--- src/rtl/bsa_pkg.sv ---
// Shared types and constants for the byte-serial wide adder.
package bsa_pkg;

  localparam int unsigned BYTE_W     = 8;
  localparam int unsigned NBYTES_MIN = 1;
  localparam int unsigned NBYTES_MAX = 8;

  typedef enum logic [1:0] {
    StIdle,
    StRun,
    StDone
  } bsa_state_e;

endpackage

--- src/rtl/byte_serial_adder32_cla8.sv ---
// 8-bit carry-lookahead adder (CLA_Adder8); purely combinational.
module byte_serial_adder32_cla8
  import bsa_pkg::*;
(
  input  logic [BYTE_W-1:0] a_i,
  input  logic [BYTE_W-1:0] b_i,
  input  logic              cin_i,
  output logic [BYTE_W-1:0] sum_o,
  output logic              cout_o
);

  logic [BYTE_W-1:0] gen;
  logic [BYTE_W-1:0] prop;
  logic [BYTE_W:0]   carry;

  assign gen  = a_i & b_i;
  assign prop = a_i ^ b_i;

  // Each carry is built independently from g/p terms so no carry feeds another.
  always_comb begin
    logic c_term;
    carry = '0;
    for (int i = 0; i <= BYTE_W; i++) begin
      c_term = cin_i;
      for (int j = 0; j < i; j++) begin
        c_term = gen[j] | (prop[j] & c_term);
      end
      carry[i] = c_term;
    end
  end

  assign sum_o  = prop ^ carry[BYTE_W-1:0];
  assign cout_o = carry[BYTE_W];

endmodule

--- src/rtl/byte_serial_adder32.sv ---
// Byte-serial wide adder feeding one 8-bit CLA, LSB first.
// Optional subtract port enabled by defining BSA_SUB_EN.
module byte_serial_adder32
  import bsa_pkg::*;
#(
  parameter int unsigned NBYTES = 4
) (
  input  logic                     clk,
  input  logic                     rst,
  input  logic                     start,
  input  logic [BYTE_W*NBYTES-1:0] a,
  input  logic [BYTE_W*NBYTES-1:0] b,
  input  logic                     cin,
`ifdef BSA_SUB_EN
  input  logic                     sub,
`endif
  output logic                     busy,
  output logic                     done,
  output logic [BYTE_W*NBYTES-1:0] sum,
  output logic                     cout
);

  localparam int unsigned W    = BYTE_W * NBYTES;
  localparam int unsigned IdxW = (NBYTES > 1) ? $clog2(NBYTES) : 1;
  localparam int unsigned OffW = IdxW + 3;
  localparam logic [IdxW-1:0] IdxLast = IdxW'(NBYTES - 1);

  if (NBYTES < NBYTES_MIN || NBYTES > NBYTES_MAX) begin : gen_bad_nbytes
    $error("byte_serial_adder32: NBYTES out of range");
  end

  bsa_state_e        state_q, state_d;
  logic [IdxW-1:0]   idx_q, idx_d;
  logic              carry_q, carry_d;
  logic [W-1:0]      a_q, a_d;
  logic [W-1:0]      b_q, b_d;
  logic [W-1:0]      sum_q, sum_d;
  logic              cout_q, cout_d;

  logic [OffW-1:0]   lane_lsb;
  logic [BYTE_W-1:0] add_sum;
  logic              add_cout;
  logic [W-1:0]      b_capture;
  logic              cin_capture;

  assign lane_lsb = {idx_q, 3'b000};

`ifdef BSA_SUB_EN
  assign b_capture   = sub ? ~b : b;
  assign cin_capture = sub | cin;
`else
  assign b_capture   = b;
  assign cin_capture = cin;
`endif

  byte_serial_adder32_cla8 u_cla_adder8 (
    .a_i    (a_q[lane_lsb +: BYTE_W]),
    .b_i    (b_q[lane_lsb +: BYTE_W]),
    .cin_i  (carry_q),
    .sum_o  (add_sum),
    .cout_o (add_cout)
  );

  always_comb begin
    state_d = state_q;
    idx_d   = idx_q;
    carry_d = carry_q;
    a_d     = a_q;
    b_d     = b_q;
    sum_d   = sum_q;
    cout_d  = cout_q;
    unique case (state_q)
      StIdle: begin
        if (start) begin
          state_d = StRun;
          a_d     = a;
          b_d     = b_capture;
          carry_d = cin_capture;
          idx_d   = '0;
        end
      end
      StRun: begin
        sum_d[lane_lsb +: BYTE_W] = add_sum;
        carry_d                   = add_cout;
        if (idx_q == IdxLast) begin
          state_d = StDone;
          cout_d  = add_cout;
          // Parked at zero so idx never leaves 0..NBYTES-1.
          idx_d   = '0;
        end else begin
          idx_d = idx_q + 1'b1;
        end
      end
      StDone: begin
        state_d = StIdle;
      end
      default: begin
        state_d = StIdle;
      end
    endcase
  end

  always_ff @(posedge clk) begin
    if (rst) begin
      state_q <= StIdle;
      idx_q   <= '0;
      carry_q <= 1'b0;
      a_q     <= '0;
      b_q     <= '0;
      sum_q   <= '0;
      cout_q  <= 1'b0;
    end else begin
      state_q <= state_d;
      idx_q   <= idx_d;
      carry_q <= carry_d;
      a_q     <= a_d;
      b_q     <= b_d;
      sum_q   <= sum_d;
      cout_q  <= cout_d;
    end
  end

  assign busy = (state_q != StIdle);
  assign done = (state_q == StDone);
  assign sum  = sum_q;
  assign cout = cout_q;

endmodule
--- config.mk ---
export PLATFORM = sky130hd
export DESIGN_NAME = byte_serial_adder32
export DESIGN_NICKNAME = d
export VERILOG_FILES = /design/src/rtl/bsa_pkg.sv /design/src/rtl/byte_serial_adder32_cla8.sv /design/src/rtl/byte_serial_adder32.sv
export SDC_FILE = /design/constraint.sdc
export NUM_CORES = 1
export LEC_CHECK = 0
export BUFFER_PORTS_ARGS = -buffer_cell sky130_fd_sc_hd__buf_2
export CAP_MARGIN = 25
export CORE_MARGIN = 5
export CORE_UTILIZATION = 33
export CTS_BUF_LIST = sky130_fd_sc_hd__clkbuf_8
export CTS_CLUSTER_DIAMETER = 60
export DETAILED_ROUTE_END_ITERATION = 7
export PLACE_DENSITY = 0.64
export SLEW_MARGIN = 20
export SYNTH_ARGS = -nofsm -noshare
export SYNTH_HDL_FRONTEND = slang
export SYNTH_SLANG_ARGS = --single-unit
export TNS_END_PERCENT = 1
--- constraint.sdc ---
create_clock -name clk -period 4.24 [get_ports clk]
set_input_delay 0.636 -clock clk [delete_from_list [all_inputs] [get_ports clk]]
set_output_delay 0.636 -clock clk [all_outputs]
set_load 0.01 [all_outputs]
==> metrics.yaml <==
status:
  status: "finished clean"
hold_path:
  holdPathStages: 2
  min-delay-start: "sum[13]"
  holdPathEnd: "sum[13]"
  min_path_type: "flip-flop to flip-flop"
timing:
  worst_pin_slew_ns: 0.667
  rsz0062_at_grt: "false"
  setup-violations-final: 0
  drv_slew: 0
  tns_ns: 0
  slew-limit-headroom_pct: 55.6
  hold_ws_ns: 0.454
  clock-skew-final_ns: 0.00795
  fmax_mhz: 244
  period_share_pct: 96.8
  hold_viol_final: 0
  fin_crit_ns: 4.10
routing:
  drc: 0
  via_count: 3468
  dr.first_iter.drc_count: 248
  vias_per_cell: 4.76
  finalWirelength_um: 10800
  antenna_left: 0
  wire_per_inst_um: 14.8
  firstDrtPassIters: 4
run:
  drv_cap: 0
synthesis:
  synthFlopType: "dfxtp_1"
  yosys-top-cells-area: "dfxtp_1 (48%), nand2_1 (12%), a21oi_1 (8.5%)"
  syn_nets: 537
  ys_types: 37
  netlist.area_leader.share_pct: 47.7
  syn_area_mm2: 0.00428
  synth-seq-cells: 102
  yosysWarnings: 0
  async_flop_share_pct: 0
  synth_cells: 455
  yosysTopAreaCell: "dfxtp_1"
  synth_edf_count: 0
  ys_seq_area_share_pct: 47.7
  synthTopCellsByCount: "nand2_1 (135), dfxtp_1 (102), a21oi_1 (73)"
  synth_most_common_cell: "nand2_1"
  synth.avg_cell_area_um2: 9.42
die:
  initial_core_util_pct: 33.8
  die_area_mm2: 0.0154
  die_x_um: 124
  fp.dieH_um: 124
  coreArea_mm2: 0.0127
  io_pins: 103
  row_count: 41
critical_path:
  critical_path_buf_inv_count: 3
  cp_top_family: "adder cells"
  max_stage_delay_ns: 0.46
  cpMaxStageDelayCell: "fa_1"
  reg2reg_depth: 13
  critical_path_class: "flip-flop to flip-flop"
  critPathArrivalTime_ns: 4.36
  worstPathRequired_ns: 4.50
  r2r-end: "sum[31]"
  cp-start-kind: "flip-flop"
  path_cells: "mux4_2 > fa_1 > inv_1 > fa_2 > fa_2 > fa_1 > fa_2 > fa_2 > fa_1 > inv_1 > fa_1 > inv_1 > a2bb2o_1"
  rr_startpoint: "idx_q[0]"
  r2r_slack_ns: 0.14
  worst_setup_path_end_kind: "flip-flop"
  path_max_fanout: 6
global_routing:
  grt_usage_pct: 14.5
  grt_overflow: 0
  antenna_found_initial: 0
  grt_pass1_vias: 3485
  grt_pass1_wl_um: 17400
  grt_start_max_net_pins: 65
clocking:
  cts_buffers: 9
  clock-sinks: 102
  cts_tree: "yes"
  cts_root_buffer: "clkbuf_8"
  cts.path.max_buffers: 2
  hold_buffers: 0
  insertion_delay_ns: 0.37
  clkTransAtPathRegs_ns: 0.10
  cts_max_level: 3
pwr:
  powerDensity_mw_per_mm2: 359
  power_mw: 1.84
  ir_drop_v: 0.000183
  p_leak_nw: 2.06
placement:
  globalplace.congestion: 0.784
  port_buffers: 102
  dp_hpwl_um: 8070
finish:
  final_core_util_pct: 40.4
  drive_gt1_share_pct: 28.6
  area_delta_synth_final_pct: 19.4
  diodes: 0
  nets: 633
  fill_cells: 1311
cell type report:
type                    count  area (µm²)  area share, %
flip-flops and latches    102        2050           40.0
multi-input cells         303        1990           38.9
repair buffers            115         608           11.9
well taps                 172         215           4.21
clock buffers               9         124           2.42
inverters                  20        75.1           1.47
clock inverters             7        57.6           1.13
cells in the final DEF, fill, tap and decap left out, types with 2 or more instances in the layout:
master,synthesis,layout
fa_2,0,4
dfxtp_1,102,100
nor2b_1,3,3
a32oi_1,3,3
nand2_1,135,135
o2bb2ai_1,21,21
a2bb2o_1,2,2
mux4_2,16,16
clkinvlp_4,0,2
clkbuf_8,0,9
buf_4,4,13
a21oi_1,73,73
buf_2,12,102
or3_1,6,6
nand3_1,3,3
nor2_1,8,8
nand3b_1,2,2
inv_1,20,20
inv_6,0,2
ha_1,6,6
fa_1,8,4
through the flow:
step                cells  area, µm²  setup slack, ns
floorplan             455       4310           0.0172
finish                728       5110            0.136
global placement      709       4900           0.0221
global route          728       5110          0.00345
detailed placement    709       4900          -0.0310
CTS                   726       5100           0.0388
where the power goes:
group	internal, mW	switching [mW]
Sequential	0.998	0.0240
Clock	0.222	0.347
Combinational	0.106	0.141
worst max path at each step:
| stage | startpoint | end | cells after the start |
|---|---|---|---|
| 2_1_floorplan | idx_q[0] | sum[7] | 14 |
| 3_3_place_gp | idx_q[0] | sum[7] | 13 |
| 3_5_place_dp | idx_q[0] | sum[31] | 13 |
| 4_1_cts | idx_q[0] | sum[31] | 13 |
| 5_1_grt | idx_q[0] | sum[31] | 13 |
| 6_report | idx_q[0] | sum[31] | 13 |
registers in the layout, indices dropped and copies added, names as in the netlist:
signal,count
carry_q,1
idx_q,2
sum,32
b_q,32
a_q,32
cout,1
state_q,2
kinds of logic after synthesis:
family,synth area share [%]
flip-flops,47.7
AO/OA/AOI/OAI,14.9
buffers and inverters,6.31
multiplexers,8.64
adder cells (fa/ha/maj),5.49
AND/OR/NAND/NOR,17.0
layer usage:
| layer | up-vias | global-route usage (%) | part of all wire (%) |
|---|---|---|---|
| met2 | 92 | 24.1 | 49 |
| met3 | 11 | 3.04 | 5.4 |
| li1 | 1741 | - | - |
| met5 | - | 0 | 0 |
| met4 | 0 | 4.04 | 1.4 |
| met1 | 1624 | 19.2 | 45 |
worst min-delay path, delay by kind of cell (launching register included):
| family | cells | cell delay [ns] |
|---|---|---|
| flops | 1 | 0.32 |
| compound gates | 1 | 0.05 |
| simple gates | 1 | 0.05 |
what timing repair did:
action,in CTS,in global routing
cloned,0,0
setup endpoints to repair,2,3
buffers inserted,1,2
pin swaps,1,1
gates resized for setup,2,1
(Power assumes the default switching activity.)
